**src/rtl/mul_pkg.sv**
```systemverilog
// Shared widths, settle-count limits and state encoding for the multiply issue controller.
package mul_pkg;

    localparam int unsigned DATA_W     = 8;
    localparam int unsigned DEST_W     = 3;
    localparam int unsigned SETTLE_MIN = 1;
    localparam int unsigned SETTLE_MAX = 15;
    localparam int unsigned CNT_W      = 4;

    typedef enum logic [1:0] {
        IDLE,
        SETTLE,
        HOLD
    } state_t;

endpackage

```
**src/rtl/mul_issue_ctrl.sv**
```systemverilog
// Issue/capture controller in front of the combinational multiplier: registers operands,
// waits SETTLE_CYCLES edges, captures the product and holds it for writeback. Option: MUL_SKID_EN.
module mul_issue_ctrl #(
    parameter int unsigned DATA_W        = mul_pkg::DATA_W,
    parameter int unsigned DEST_W        = mul_pkg::DEST_W,
    parameter int unsigned SETTLE_CYCLES = 1
) (
    input  logic              CLK,
    input  logic              RESET,
    input  logic              REQ_VALID,
    output logic              REQ_READY,
    input  logic [DATA_W-1:0] REQ_OP1,
    input  logic [DATA_W-1:0] REQ_OP2,
    input  logic [DEST_W-1:0] REQ_DEST,
    output logic [DATA_W-1:0] MUL_IN1,
    output logic [DATA_W-1:0] MUL_IN2,
    input  logic [DATA_W-1:0] MUL_OUT,
    output logic              RES_VALID,
    input  logic              RES_READY,
    output logic [DATA_W-1:0] RES_DATA,
    output logic [DEST_W-1:0] RES_DEST,
    output logic              BUSY
);
    import mul_pkg::*;

    if (SETTLE_CYCLES < SETTLE_MIN || SETTLE_CYCLES > SETTLE_MAX) begin : g_bad_settle
        $error("mul_issue_ctrl: SETTLE_CYCLES must be in 1..15");
    end

    state_t              state, state_nx;
    logic [CNT_W-1:0]    cnt, cnt_nx;
    logic [DEST_W-1:0]   dest, dest_nx;
    logic [DATA_W-1:0]   in1_nx, in2_nx, data_nx;
    logic [DEST_W-1:0]   rdest_nx;
    logic                valid_nx;
    logic                accept;

`ifdef MUL_SKID_EN
    // A retiring result frees the operand registers on the same edge.
    assign REQ_READY = RESET && ((state == IDLE) || (state == HOLD && RES_READY));
`else
    assign REQ_READY = RESET && (state == IDLE);
`endif

    assign accept = REQ_VALID && REQ_READY;
    assign BUSY   = (state != IDLE);

    always_comb begin
        state_nx = state;
        cnt_nx   = cnt;
        dest_nx  = dest;
        in1_nx   = MUL_IN1;
        in2_nx   = MUL_IN2;
        data_nx  = RES_DATA;
        rdest_nx = RES_DEST;
        valid_nx = RES_VALID;

        case (state)
            IDLE: begin
                if (accept) state_nx = SETTLE;
            end
            SETTLE: begin
                cnt_nx = cnt - CNT_W'(1);
                if (cnt == CNT_W'(1)) begin
                    data_nx  = MUL_OUT;
                    rdest_nx = dest;
                    valid_nx = 1'b1;
                    state_nx = HOLD;
                end
            end
            HOLD: begin
                if (RES_READY) begin
                    valid_nx = 1'b0;
                    state_nx = accept ? SETTLE : IDLE;
                end
            end
            default: state_nx = IDLE;
        endcase

        // accept only ever fires in IDLE or HOLD, so this never overlaps the SETTLE countdown
        if (accept) begin
            in1_nx  = REQ_OP1;
            in2_nx  = REQ_OP2;
            dest_nx = REQ_DEST;
            cnt_nx  = CNT_W'(SETTLE_CYCLES);
        end
    end

    always_ff @(posedge CLK or negedge RESET) begin
        if (!RESET) begin
            state     <= IDLE;
            cnt       <= '0;
            dest      <= '0;
            MUL_IN1   <= '0;
            MUL_IN2   <= '0;
            RES_DATA  <= '0;
            RES_DEST  <= '0;
            RES_VALID <= 1'b0;
        end else begin
            state     <= state_nx;
            cnt       <= cnt_nx;
            dest      <= dest_nx;
            MUL_IN1   <= in1_nx;
            MUL_IN2   <= in2_nx;
            RES_DATA  <= data_nx;
            RES_DEST  <= rdest_nx;
            RES_VALID <= valid_nx;
        end
    end

endmodule

```
**config.mk**
```make
export PLATFORM = sky130hd
export DESIGN_NAME = mul_issue_ctrl
export DESIGN_NICKNAME = d
export VERILOG_FILES = /design/src/rtl/mul_pkg.sv /design/src/rtl/mul_issue_ctrl.sv
export SDC_FILE = /design/constraint.sdc
export NUM_CORES = 1
export LEC_CHECK = 0
export BUFFER_PORTS_ARGS = -buffer_cell sky130_fd_sc_hd__buf_2
export CORE_MARGIN = 4
export CORE_UTILIZATION = 52
export DETAILED_ROUTE_END_ITERATION = 10
export GPL_ROUTABILITY_DRIVEN = 0
export HOLD_SLACK_MARGIN = 0.06
export PLACE_DENSITY = 0.84
export SKIP_LAST_GASP = 1
export SLEW_MARGIN = 20
export SYNTH_ARGS = -nofsm -noshare
export SYNTH_HDL_FRONTEND = slang
export SYNTH_SLANG_ARGS = --single-unit
```
**constraint.sdc**
```tcl
create_clock -name CLK -period 2.7 [get_ports CLK]
set_input_delay 0.54 -clock CLK [delete_from_list [all_inputs] [get_ports CLK]]
set_output_delay 0.54 -clock CLK [all_outputs]
set_load 0.01 [all_outputs]
```
=== Yosys cells after proc, flatten, opt, wreduce, memory -nomap -nowiden ===
Index checks and enable logic that the tools add are counted.
Widths: inputs -> output; s select.

* Logic and storage cells: 34
* Input port bits: 31
* Output and inout bits: 30
* Register bits: 37

* Reduce and logical (&&, ||, !) cells: 9
* Muxes and demuxes: 10
* Eq/ne operators: 6
* Add/subtract/negate cells: 1

{| class="wikitable"
|+ Operators by type and width
! kind !! number
|-
| $mux 4 || 2
|-
| $mux 2 || 3
|-
| $ne 2x2->1 const B || 3
|-
| $pmux 2 s3 || 1
|-
| $reduce_and 3->1 || 2
|-
| $reduce_bool 2->1 || 3
|-
| $eq 4x1->1 const B || 1
|-
| $sub 4x1->4 const B || 1
|-
| $mux 1 || 3
|-
| $eq 2x1->1 const B || 1
|-
| $eq 2x2->1 const B || 1
|-
| $logic_and 1x1->1 || 2
|-
| $logic_not 2->1 || 1
|-
| $pmux 1 s2 || 1
|-
| $reduce_and 2->1 || 1
|}

=== Logic depth before layout (Yosys ltp) ===
* Depth after elaboration: 6
* Gate-level depth with buffers: 6
* Gate-level depth less buffers: 5

=== Worst setup path before layout ===
OpenSTA, ideal clock, no wires.

* Path type: input to output
* From: input RESET
* To: output REQ_READY
* Arrival: 0.880 ns
* Stages on the path: 1
* Path slack: 1.280 ns
* Buffers on the path: 0
* Cell sequence: nor3b_1

* Cells in the longest elaborated chain, start to end: 1

{| class="wikitable"
|+ Ends and longest elaborated chain
! what !! line !! source
|-
| start, declared || mul_issue_ctrl.sv:9 || <nowiki>input logic RESET,</nowiki>
|-
| $logic_and 1x1->1 || mul_issue_ctrl.sv:42 || <nowiki>assign REQ_READY = RESET && (state == IDLE);</nowiki>
|-
| end, declared || mul_issue_ctrl.sv:11 || <nowiki>output logic REQ_READY,</nowiki>
|}

No other way between the ends.

=== Worst setup path in the final report ===
Same ends and word-level chain as after synthesis.

==> metrics.txt <==
Mean Syn Cell Area between 15 and 20 um^2; max-slew violation total from the final report 0; GRT overflow 0; CTS tree yes; most common cell after layout, fill and taps aside buf_2; Critical Path Sink Type primary output; ANT cells 0; Via density roughly 5.1; first-pass GRT wire length 5.188 mm; area of the mapped netlist 1614 um^2; Placement Cell Area 1927 um^2; status completed; register bit total from synthesis 37; RSZ-0062 raised after global routing false; Detail Placement HPWL 2.302 mm; Final min period around 2.2 ns; CP Data Required Time 2.16 ns; CTS Hold Buffers Added 1; Final nets 197; antenna violations before repair 0; count of buffers from port buffering 60; yosys warns 0; Post-CTS Setup Repair Bufs 0; crit path DAT ~1.7 ns; power share of the clock group 12.1%; H-tree depth 2; Die Wd 63.72 um; Setup TNS 0 ns; Layout area overhead 23.41%; slew margin rel. roughly 66%; Worst Path Class, Setup in2out; max cap viols 0; combinational share of power 45.1%; Cell Int Power 1594 uW; largest net degree at the start of global routing 37; I/O pins 61; leak pwr ~0.0011 uW; share of layout cells above drive strength 1 62.80%; CTS Buf Count 5; CTS max path bufs 2; CP Max Fanout 4; First-pass DRT Iterations 4; vias after detailed routing 1,004; Final period util 83.08%; final instance area 1992 um^2; Worst Hold Class in2reg; Clk Latency, worst-skew pair 0.34 ns; Switching Share 32.78%; Worst setup SP type input port; Finish-stage setup viols 0; DIE AREA around 4100 um^2; Core ar. about 2900 um^2; Yosys cell types 22; power density over the cells 1191 nW/um^2; P_sw slightly below 800 uW; fraction of power consumed by sequential logic 42.8%; vias in the first global route 1,077; Hold Vio Cnt, Final 0; Max VDD drop 642.4 uV; DRC 0; total global-route track usage 17.00%; Routed Antenna Nets 0; Routed WL 3.075 mm; post-CTS sizing 0; Avg WL per Cell 15.77 um; TritonCTS Sinks 37; skew final between 0.006 and 0.007 ns; CTS clock-pin slew for the worst setup and hold paths around 0.090 ns; Iter 0 DRT Violations 33; fmax 0.4458 GHz; post-synthesis sequential area ratio 57.36%; Mapped Cells 98; post-synth net total 131; die height 63.72 um; commonest cells after routing, fill and taps aside 60 x buf_2, 37 x dfrtp_1, 25 x mux2_4; Root Buffer clkbuf_4; worst-margin pin slew 0.5144 ns; row count 19; initial cell density of the core 56.58%
==> cell usage after synthesis <==
cell type | count | share of area (%)
nand2b_1 | 2 | 0.78
mux2_4 | 25 | 23
inv_1 | 3 | 0.70
nor3b_4 | 1 | 1.2
xor2_1 | 1 | 0.54
xnor2_1 | 1 | 0.54
nand2_1 | 3 | 0.70
o21ai_0 | 3 | 0.93
dfrtp_1 | 37 | 57
and2_1 | 1 | 0.39
ha_1 | 2 | 1.6
nor2_1 | 2 | 0.47
nand3b_1 | 1 | 0.47
nor4_1 | 1 | 0.39
mux2i_1 | 1 | 0.62
or2_2 | 1 | 0.39
and2b_4 | 1 | 0.62
mux2_2 | 6 | 4.2
nand4bb_4 | 1 | 1.7
buf_6 | 3 | 2.1
nor3b_1 | 1 | 0.47
nand2_4 | 1 | 0.70
==> cell type report <==
class | count | area [um^2]
well taps | 31 | 38.79
repair buffers | 62 | 317.8
multi-input cells | 55 | 643.1
fillers | 199 | 860.8
flip-flops and latches | 37 | 925.9
inverters | 3 | 11.26
clock buffers | 7 | 55.05
==> flip-flops by register name (all words and copies together), names as in the netlist <==
signal	flops
dest	3
RES_DATA	8
MUL_IN2	8
MUL_IN1	8
state	2
RES_VALID	1
cnt	4
RES_DEST	3
==> critical path: stages <==
cell           delay, ns
dlygate4sd3_1       0.54
buf_2               0.16
nor3b_1             0.27
buf_2               0.19
==> stage by stage <==
| stage | hold WS (ns) | setup slack, ns | power, uW | util (%) | std cells |
|---|---|---|---|---|---|
| detailed placement | 0.3528 | 0.9791 | 2108 | 67.54 | 187 |
| global route | 0.4034 | 0.2908 | 2535 | 69.82 | 195 |
| floorplan | 0.2444 | 1.280 | 1752 | - | 98 |
| CTS | 0.4075 | 0.4301 | 2406 | 69.82 | 195 |
| finish | 0.4137 | 0.4567 | 2372 | 69.82 | 195 |
| global placement | 0.3473 | 0.9904 | 2057 | 67.54 | 187 |
==> cells by family (layout without fill, tap and decap cells) <==
group | count (synthesis) | count (layout) | share of synthesized area, %
AOI/OAI and AO/OA | 3 | 3 | 0.9300
xor gates and xnor gates | 2 | 2 | 1.085
adders and majority gates | 2 | 2 | 1.550
buffers and inverters | 6 | 72 | 2.790
DFF | 37 | 37 | 57.36
muxes | 32 | 32 | 28.06
and+or+nand+nor | 16 | 16 | 8.218
==> metal layers <==
| metal | wire length, um | vias up | track usage (%) |
|---|---|---|---|
| li1 | - | 470 | - |
| met1 | 1276 | 483 | 20.81 |
| met4 | 70 | 0 | 8.895 |
| met2 | 1502 | 43 | 26.60 |
| met3 | 226 | 8 | 5.861 |
| met5 | 0 | - | 0 |
==> power by group through the flow <==
| stage | clock, uW | combinational [uW] | sequential [uW] |
|---|---|---|---|
| 2_1_floorplan | 0 | 652 | 1100 |
| 3_3_place_gp | 0 | 1050 | 1000 |
| 3_5_place_dp | 0 | 1090 | 1020 |
| 4_1_cts | 301 | 1090 | 1020 |
| 5_1_grt | 322 | 1160 | 1050 |
| 6_report | 288 | 1070 | 1020 |
==> final timing paths <==
kind,endpoint,cells after the start,startpoint,slack [ns]
setup / recovery,REQ_READY,4,RESET,0.46
hold / removal,state[1],2,RES_READY,0.41
setup reg to reg,MUL_IN1[2],2,state[1],1.09
hold reg to reg,RES_DEST[1],1,RES_DEST[1],0.51
max in group asynchronous,MUL_IN1[5],3,RESET,1.51
min in group asynchronous,state[1],2,RESET,0.56
No activity file was read; power rests on OpenSTA's default activity.
